[config.mk]
export PLATFORM = sky130hd
export DESIGN_NAME = upcoin_hash_sequencer
export DESIGN_NICKNAME = d
export VERILOG_FILES = /design/src/rtl/upcoin_pkg.sv /design/src/rtl/upcoin_round_counter.sv /design/src/rtl/upcoin_hash_sequencer.sv
export SDC_FILE = /design/constraint.sdc
export NUM_CORES = 1
export LEC_CHECK = 0
export BUFFER_PORTS_ARGS = -buffer_cell sky130_fd_sc_hd__buf_2
export CORE_MARGIN = 5
export CORE_UTILIZATION = 30
export CTS_CLUSTER_SIZE = 14
export DETAILED_ROUTE_END_ITERATION = 10
export SKIP_CTS_REPAIR_TIMING = 1
export SYNTH_ARGS = -nofsm -noshare
export SYNTH_HDL_FRONTEND = slang
export SYNTH_HIERARCHICAL = 1
export SYNTH_SLANG_ARGS = --single-unit
[constraint.sdc]
create_clock -name clk -period 2.6 [get_ports clk]
set_input_delay 0.39 -clock clk [delete_from_list [all_inputs] [get_ports clk]]
set_output_delay 0.39 -clock clk [all_outputs]
set_load 0.05 [all_outputs]
[src/rtl/upcoin_pkg.sv]
// rtl/upcoin_pkg.sv - shared types and constants for the SHA-256 block sequencer
package upcoin_pkg;

  typedef enum logic [1:0] {IDLE, ROUND, UPDATE, OUT} seq_state_t;

  localparam int SCHED_WORDS = 16;
  localparam int MAX_ROUNDS  = 64;

endpackage

[src/rtl/upcoin_round_counter.sv]
// rtl/upcoin_round_counter.sv - round index counter with terminal flag at ROUNDS-1
module upcoin_round_counter #(
  parameter int ROUNDS = 64
) (
  input  logic       clk,
  input  logic       reset_n,
  input  logic       clr_i,
  input  logic       en_i,
  output logic [5:0] idx_o,
  output logic       last_o
);

  logic [5:0] cnt_q, cnt_d;

  assign last_o = (cnt_q == 6'(ROUNDS - 1));
  assign idx_o  = cnt_q;

  // Holds at ROUNDS-1 instead of wrapping so the index never leaves the legal range.
  always_comb begin
    cnt_d = cnt_q;
    if (clr_i)
      cnt_d = '0;
    else if (en_i && !last_o)
      cnt_d = cnt_q + 6'd1;
  end

  always_ff @(posedge clk or negedge reset_n) begin
    if (!reset_n)
      cnt_q <= '0;
    else
      cnt_q <= cnt_d;
  end

endmodule

[src/rtl/upcoin_hash_sequencer.sv]
// rtl/upcoin_hash_sequencer.sv - control FSM sequencing SHA-256 compression over 512-bit blocks
module upcoin_hash_sequencer
  import upcoin_pkg::*;
#(
  parameter int ROUNDS  = MAX_ROUNDS,
  parameter int COUNT_W = 16
) (
  input  logic               clk,
  input  logic               reset_n,
  input  logic               blk_valid,
  output logic               blk_ready,
  input  logic               blk_first,
  input  logic               blk_last,
  output logic               init_h,
  output logic               load_blk,
  output logic               round_en,
  output logic [5:0]         round_idx,
  output logic               w_sel,
  output logic               update_h,
  output logic               hash_valid,
  input  logic               hash_ready,
  output logic               busy,
  output logic               seq_err,
  output logic [COUNT_W-1:0] blk_count
);

  seq_state_t         state_q, state_d;
  logic               last_q, last_d;
  logic               chain_open_q, chain_open_d;
  logic [COUNT_W-1:0] count_q, count_d;
  logic               rnd_clr;
  logic [5:0]         rnd_idx;
  logic               rnd_term;

  upcoin_round_counter #(.ROUNDS(ROUNDS)) u_rnd (
    .clk     (clk),
    .reset_n (reset_n),
    .clr_i   (rnd_clr),
    .en_i    (round_en),
    .idx_o   (rnd_idx),
    .last_o  (rnd_term)
  );

  assign busy      = (state_q != IDLE);
  assign round_idx = round_en ? rnd_idx : 6'd0;
  assign blk_count = count_q;

  always_comb begin
    state_d      = state_q;
    last_d       = last_q;
    chain_open_d = chain_open_q;
    count_d      = count_q;
    rnd_clr      = 1'b0;
    blk_ready    = 1'b0;
    load_blk     = 1'b0;
    init_h       = 1'b0;
    seq_err      = 1'b0;
    round_en     = 1'b0;
    w_sel        = 1'b0;
    update_h     = 1'b0;
    hash_valid   = 1'b0;
    unique case (state_q)
      IDLE: begin
        blk_ready = reset_n;
        if (blk_valid && reset_n) begin
          // A continuation block with no open message is absorbed as a fresh first block.
          load_blk     = 1'b1;
          init_h       = blk_first | ~chain_open_q;
          seq_err      = ~blk_first & ~chain_open_q;
          rnd_clr      = 1'b1;
          last_d       = blk_last;
          chain_open_d = ~blk_last;
          if (init_h)
            count_d = COUNT_W'(1);
          else if (count_q != '1)
            count_d = count_q + 1'b1;
          state_d = ROUND;
        end
      end
      ROUND: begin
        round_en = 1'b1;
        w_sel    = (rnd_idx >= 6'(SCHED_WORDS));
        if (rnd_term)
          state_d = UPDATE;
      end
      UPDATE: begin
        update_h = 1'b1;
        state_d  = last_q ? OUT : IDLE;
      end
      OUT: begin
        hash_valid = 1'b1;
        if (hash_ready)
          state_d = IDLE;
      end
      default: state_d = IDLE;
    endcase
  end

  always_ff @(posedge clk or negedge reset_n) begin
    if (!reset_n) begin
      state_q      <= IDLE;
      last_q       <= 1'b0;
      chain_open_q <= 1'b0;
      count_q      <= '0;
    end else begin
      state_q      <= state_d;
      last_q       <= last_d;
      chain_open_q <= chain_open_d;
      count_q      <= count_d;
    end
  end

endmodule

==> impl_metrics.env, run 1 <==
export IMPL_ctsLongestPathBuffers=2
export IMPL_irDropWorstVdd_mv=0.525
export IMPL_antenna_found_initial=0
export IMPL_status="complete, no violations"
export IMPL_hold_violations=0
export IMPL_coreArea_um2=5140
export IMPL_crit_path_cell_trace="nor2b_2 > and2_1 > or2_2 > buf_2"
export IMPL_drcViolationCount=0
export IMPL_worst_pin_slew_ns=0.526
export IMPL_power_mw=1.90
export IMPL_cp_end_kind="output pin"
export IMPL_vias=1485
export IMPL_ios=37
export IMPL_min_period_over_period_pct=84.4
export IMPL_cts_tree="done"
export IMPL_io_buffers=36
export IMPL_dr_pass1_iters=4
export IMPL_root_buffer="clkbuf_8"
export IMPL_area_delta_synth_final_pct=18.8
export IMPL_ys_warn_count=6
export IMPL_die_area_um2=6900
export IMPL_postRouteAntennaNets=0
export IMPL_report_final_slew_viol_count=0
export IMPL_clkTransAtPathRegs_ns=0.09
export IMPL_slowest_stage="nor2b_2"
export IMPL_diodes=0
export IMPL_cp_max_fo=17
export IMPL_synth_seq_cells=26
export IMPL_finalWirelength_um=4040
export IMPL_synthFlopType="dfrtp_1"
export IMPL_fmax_mhz=455
export IMPL_viasPerCell=5.36
export IMPL_syn_avg_cell_area_um2=9.42
export IMPL_slew_limit_headroom_pct=64.8
export IMPL_grt_pass1_vias=1405
export IMPL_clk_latency_ns=0.27
export IMPL_p_per_area_nw_per_um2=1000
export IMPL_worstPathRequired_ns=2.21
export IMPL_dp_cells=274
export IMPL_slowest_delay_ns=0.51
export IMPL_min_path_type="primary input to async pin"
export IMPL_cts_sinks=26
export IMPL_synthCells=170
export IMPL_startpoint_type="flip-flop"
export IMPL_leakagePower_nw=0.841
export IMPL_final_core_util_pct=37.0
export IMPL_maxCapViolations=0
export IMPL_fin_crit_ns=2.20
export IMPL_core_rowCount=26
export IMPL_synthesis_area_um2=1600
export IMPL_finalClockSkew_ns=0.00155
export IMPL_track_usage_pct=12.0
export IMPL_drtIter0Drc=141
export IMPL_grt_first_pass_wirelength_um=6960
export IMPL_hold_ws_ns=0.170
export IMPL_drive_gt1_share_pct=30.0
export IMPL_stdcell_count=277
export IMPL_htreeDepth=1
export IMPL_rsz0062_at_grt="false"
export IMPL_grt_overflow_total=0
export IMPL_numCtsBuffers=3
export IMPL_wl_per_cell_um=14.6
export IMPL_synth_nets=178
export IMPL_fp_dieW_um=83.1
export IMPL_worst_ep_arrival_time_ns=1.81
export IMPL_layout_setup_ws_ns=0.404
export IMPL_grt_max_degree=29
export IMPL_async_reset_ff_share_pct=100
export IMPL_final_setup_viol_count=0
export IMPL_initial_core_util_pct=31.2
export IMPL_setup_tns_ns=0
export IMPL_placed_area_um2=1860
export IMPL_dp_slack_ns=0.674
export IMPL_dp_hpwl_um=2970
export IMPL_die_y_um=83.1
export IMPL_synth_edff_count=0
export IMPL_ys_seq_area_share_pct=40.6
export IMPL_synth_cell_types=51
export IMPL_gp_congestion=0.858
export IMPL_design_area_um2=1900
export IMPL_worst_setup_path_type="flip-flop to output pin"
export IMPL_nNetsFinal=217
-- Yosys cell counts (2+ instances only) --
| cell | instances | share of area [%] |
|---|---|---|
| a31oi_1 | 2 | 0.78 |
| nand3_2 | 3 | 1.9 |
| nand4b_1 | 2 | 1.1 |
| a21oi_1 | 10 | 3.1 |
| nor3_1 | 7 | 2.2 |
| nor2b_1 | 2 | 0.78 |
| o211ai_1 | 3 | 1.4 |
| nand2b_1 | 2 | 0.78 |
| o21ai_0 | 7 | 2.2 |
| ha_1 | 2 | 1.6 |
| nand4_1 | 5 | 2.0 |
| o31ai_1 | 2 | 0.94 |
| nand2_1 | 19 | 4.5 |
| and3_1 | 5 | 2.0 |
| dfrtp_1 | 26 | 41 |
| o21ai_1 | 3 | 0.94 |
| nor2_2 | 2 | 0.78 |
| nand3_1 | 5 | 1.6 |
| a41oi_1 | 3 | 1.6 |
| inv_1 | 6 | 1.4 |
| o311ai_0 | 3 | 1.6 |
| nor2_1 | 5 | 1.2 |
| nor3b_1 | 3 | 1.4 |
| and2_1 | 8 | 3.1 |
| buf_2 | 2 | 0.63 |
| o41ai_1 | 6 | 3.3 |
| o311ai_1 | 3 | 1.6 |
-- placed cells by master (no fill, tap or decap), types with 3 or more instances in the layout --
master     n
nand4_1    5
o311ai_1   3
dfrtp_1   26
nor3_1     7
buf_4      3
nor2_1     5
nand2_1   19
a41oi_1    3
o21ai_0    7
a21oi_1   10
o41ai_1    6
and2_1     8
nor3b_1    3
and3_1     5
clkbuf_8   3
o311ai_0   3
nand3_2    3
o211ai_1   3
inv_1      6
buf_2     36
o21ai_1    3
nand3_1    5
-- report_power, final --
group / internal (mW) / switching, mW / total [mW] / leakage, nW
combinational: 0.310 / 0.744 / 1.05 / 0.482
sequential: 0.499 / 0.117 / 0.616 / 0.337
clock: 0.104 / 0.129 / 0.233 / 0.0216
total: 0.913 / 0.989 / 1.90 / 0.841
-- worst paths after layout --
path / startpoint / to / slack, ns / cells past startpoint
max: state_q[0] / w_sel / 0.40 / 4
min: reset_n / u_rnd/idx_o[2] / 0.17 / 2
max reg2reg: blk_count[0] / blk_count[1] / 0.75 / 6
min reg2reg: last_q / last_q / 0.51 / 2
max in group asynchronous: reset_n / blk_count[12] / 2.16 / 2
min in group clk: blk_last / chain_open_q / 0.30 / 2
-- kinds of logic (layout without fill, tap and decap cells) --
logic type / Yosys count / count (layout) / synth area share [%]
flops: 26 / 26 / 40.6
compound gates: 51 / 51 / 23.1
fa+ha+maj: 2 / 2 / 1.56
simple gates: 79 / 79 / 31.0
buf+inv: 12 / 49 / 3.67
-- worst max-delay path: cells and delay by family (launching register included) --
kind / cells / cell delay, ns
DFF: 1 / 0.46
and+or+nand+nor: 3 / 0.82
buffers and inverters: 1 / 0.25
-- layout make-up --
class | instances | area (um2)
well taps | 70 | 87.6
clock buffers | 3 | 41.3
fillers | 552 | 3240
inverters | 7 | 26.3
repair buffers | 39 | 203
flip-flops and latches | 26 | 651
multi-input cells | 132 | 895
-- state kept, by name, indices dropped and copies added, names as in the netlist --
name          flops
blk_count        16
chain_open_q      1
last_q            1
state_q           2
u_rnd/idx_o       6
-- layer usage --
metal  up-vias  part of all wire, %  global-route usage, %  routed length, um
met1       708                   49                   17.2               1960
li1        727                    -                      -                  -
met3         6                  5.2                   2.28                211
met2        44                   45                   17.6               1820
met5         -                    0                      0                  0
met4         0                  1.2                   4.46                 48
Power figures use the tool's default switching activity.
==> run 2, diff against run 1 <==
==> constraint.sdc (replaced) <==
create_clock -name clk -period 1.9 [get_ports clk]
set_input_delay 0.285 -clock clk [delete_from_list [all_inputs] [get_ports clk]]
set_output_delay 0.285 -clock clk [all_outputs]
set_load 0.05 [all_outputs]
==> impl_metrics.env, run 2 (synthesis gave the netlist of run 1 again) <==
export IMPL_status="complete, but fails checks"
export IMPL_violations="hold timing"
export IMPL_layout_common_cells="buf_2, dfrtp_1, nand2_1"
export IMPL_worstPathRequired_ns=1.62
export IMPL_final_setup_viol_count=0
export IMPL_clk_latency_ns=0.27
export IMPL_antenna_found_initial=0
export IMPL_postRouteAntennaNets=0
export IMPL_worst_setup_path_type="flip-flop to output pin"
export IMPL_hold_violations=11
export IMPL_drcViolationCount=0
export IMPL_io_buffers=36
export IMPL_initial_core_util_pct=31.2
export IMPL_worst_ep_arrival_time_ns=1.55
export IMPL_numCtsBuffers=3
export IMPL_multi_input_area_um2=912
export IMPL_grt_max_degree=18
export IMPL_layout_setup_ws_ns=0.0678
export IMPL_grt_pass1_vias=1368
export IMPL_min_path_type="primary input to async pin"
export IMPL_p_seq_share_pct=30.6
export IMPL_layout_commonest_cell="buf_2"
export IMPL_slowest_stage="dfrtp_2"
export IMPL_design_area_um2=2020
export IMPL_die_y_um=83.1
export IMPL_cts_tree="done"
export IMPL_worst_pin_slew_ns=0.463
export IMPL_fillers=539
export IMPL_startpoint_type="flip-flop"
export IMPL_vias=1487
export IMPL_min_period_over_period_pct=96.4
export IMPL_p_int_mw=1.44
export IMPL_dr_pass1_iters=4
export IMPL_placed_area_um2=1910
export IMPL_finalClockSkew_ns=0.00634
export IMPL_report_final_slew_viol_count=0
export IMPL_irDropWorstVdd_mv=0.652
export IMPL_coreArea_um2=5140
export IMPL_p_comb_share_pct=52.9
export IMPL_clock_power_share_pct=16.5
export IMPL_die_area_um2=6900
export IMPL_p_per_area_nw_per_um2=1390
export IMPL_cp_max_fo=9
export IMPL_drive_gt1_share_pct=35.0
export IMPL_ctsLongestPathBuffers=2
export IMPL_crit_family="simple AND/OR/NAND/NOR gates"
export IMPL_gp_congestion=0.817
export IMPL_maxCapViolations=0
export IMPL_cts_sinks=26
export IMPL_root_buffer="clkbuf_8"
export IMPL_sw_frac_of_total_pct=48.7
export IMPL_viasPerCell=5.24
export IMPL_area_delta_synth_final_pct=26.1
export IMPL_fmax_mhz=546
export IMPL_diodes=0
export IMPL_dp_hpwl_um=3020
export IMPL_slowest_delay_ns=0.46
export IMPL_fp_dieW_um=83.1
export IMPL_cp_end_kind="output pin"
export IMPL_largest_reg_flops=16
export IMPL_finalWirelength_um=4050
export IMPL_nNetsFinal=223
export IMPL_final_seq_area_um2=656
export IMPL_leakagePower_nw=0.891
export IMPL_cp_depth=4
export IMPL_ios=37
export IMPL_dp_slack_ns=0.134
export IMPL_htreeDepth=1
export IMPL_grt_overflow_total=0
export IMPL_core_rowCount=26
export IMPL_switching_power_mw=1.36
export IMPL_wl_per_cell_um=14.2
export IMPL_track_usage_pct=12.0
export IMPL_drtIter0Drc=134
export IMPL_fin_crit_ns=1.83
export IMPL_clkTransAtPathRegs_ns=0.09
export IMPL_grt_first_pass_wirelength_um=6880
export IMPL_slew_limit_headroom_pct=69.1
export IMPL_rsz0062_at_grt="true"
export IMPL_crit_path_cell_trace="nor2b_4 > and2_1 > or2_2 > buf_2"
export IMPL_crit_buf_inv=1
export IMPL_r2r_cells=6
export IMPL_hold_ws_ns=-0.0113
[run 2: cell count changes in the layout (fill, tap and decap cells not counted), moves of 3 or more]
cell / change
dfrtp_1: -4
dfrtp_2: +4
buf_6: +3
buf_2: -3
buf_4: +6
[run 2: cell type report]
cell class,instances,share of cell area (%)
Clock buffer,3,2.04
Clock inverter,1,1.49
Inverter,7,1.30
Multi-Input combinational cell,132,45.2
Sequential cell,26,32.5
Tap cell,70,4.34
Timing Repair Buffer,45,13.2
[run 2: worst paths after layout]
path / slack, ns / endpoint / start
worst min register to register: 0.50 / last_q / last_q
max in group asynchronous: 1.71 / blk_count[15] / reset_n
worst min-delay path: -0.01 / blk_count[7] / reset_n
worst max-delay path: 0.07 / w_sel / state_q[0]
min in group clk: 0.21 / chain_open_q / blk_last
worst max register to register: 0.16 / blk_count[1] / blk_count[0]
[run 2: power by group through the flow]
stage / combinational, mW / clock (mW) / sequential (mW)
finish: 1.48 / 0.461 / 0.856
global placement: 1.45 / 0 / 0.857
floorplan: 1.10 / 0 / 0.911
CTS: 1.47 / 0.477 / 0.852
detailed placement: 1.46 / 0 / 0.864
global route: 1.61 / 0.495 / 0.889
[run 2: through the flow]
step | utilization (%) | instances | total power [mW] | TNS, ns | hold WS [ns]
after detailed placement | 37.1 | 279 | 2.32 | 0 | 0.306
final | 39.3 | 284 | 2.80 | 0 | -0.0113
after floorplan | - | 170 | 2.02 | -0.297 | -0.0106
after global routing | 39.3 | 284 | 2.99 | -0.0193 | 0.00177
after CTS | 38.5 | 283 | 2.79 | -0.0956 | -0.00366
after global placement | 37.1 | 279 | 2.31 | 0 | 0.305
[run 2: worst reg2reg max path, stage by stage (launching register included)]
cell and delay (ns):
dfrtp_2 0.41, ha_1 0.25, nand2_2 0.13, or3_4 0.43
nor2_4 0.16, nor2_2 0.04, a22o_1 0.23
[run 2: metal layers]
metal | share of wire, % | up-vias | global-route usage [%]
met4 | 1.3 | 0 | 4.90
li1 | - | 746 | -
met5 | 0 | - | 0
met1 | 49 | 698 | 17.2
met2 | 45 | 39 | 17.7
met3 | 4.3 | 4 | 2.08
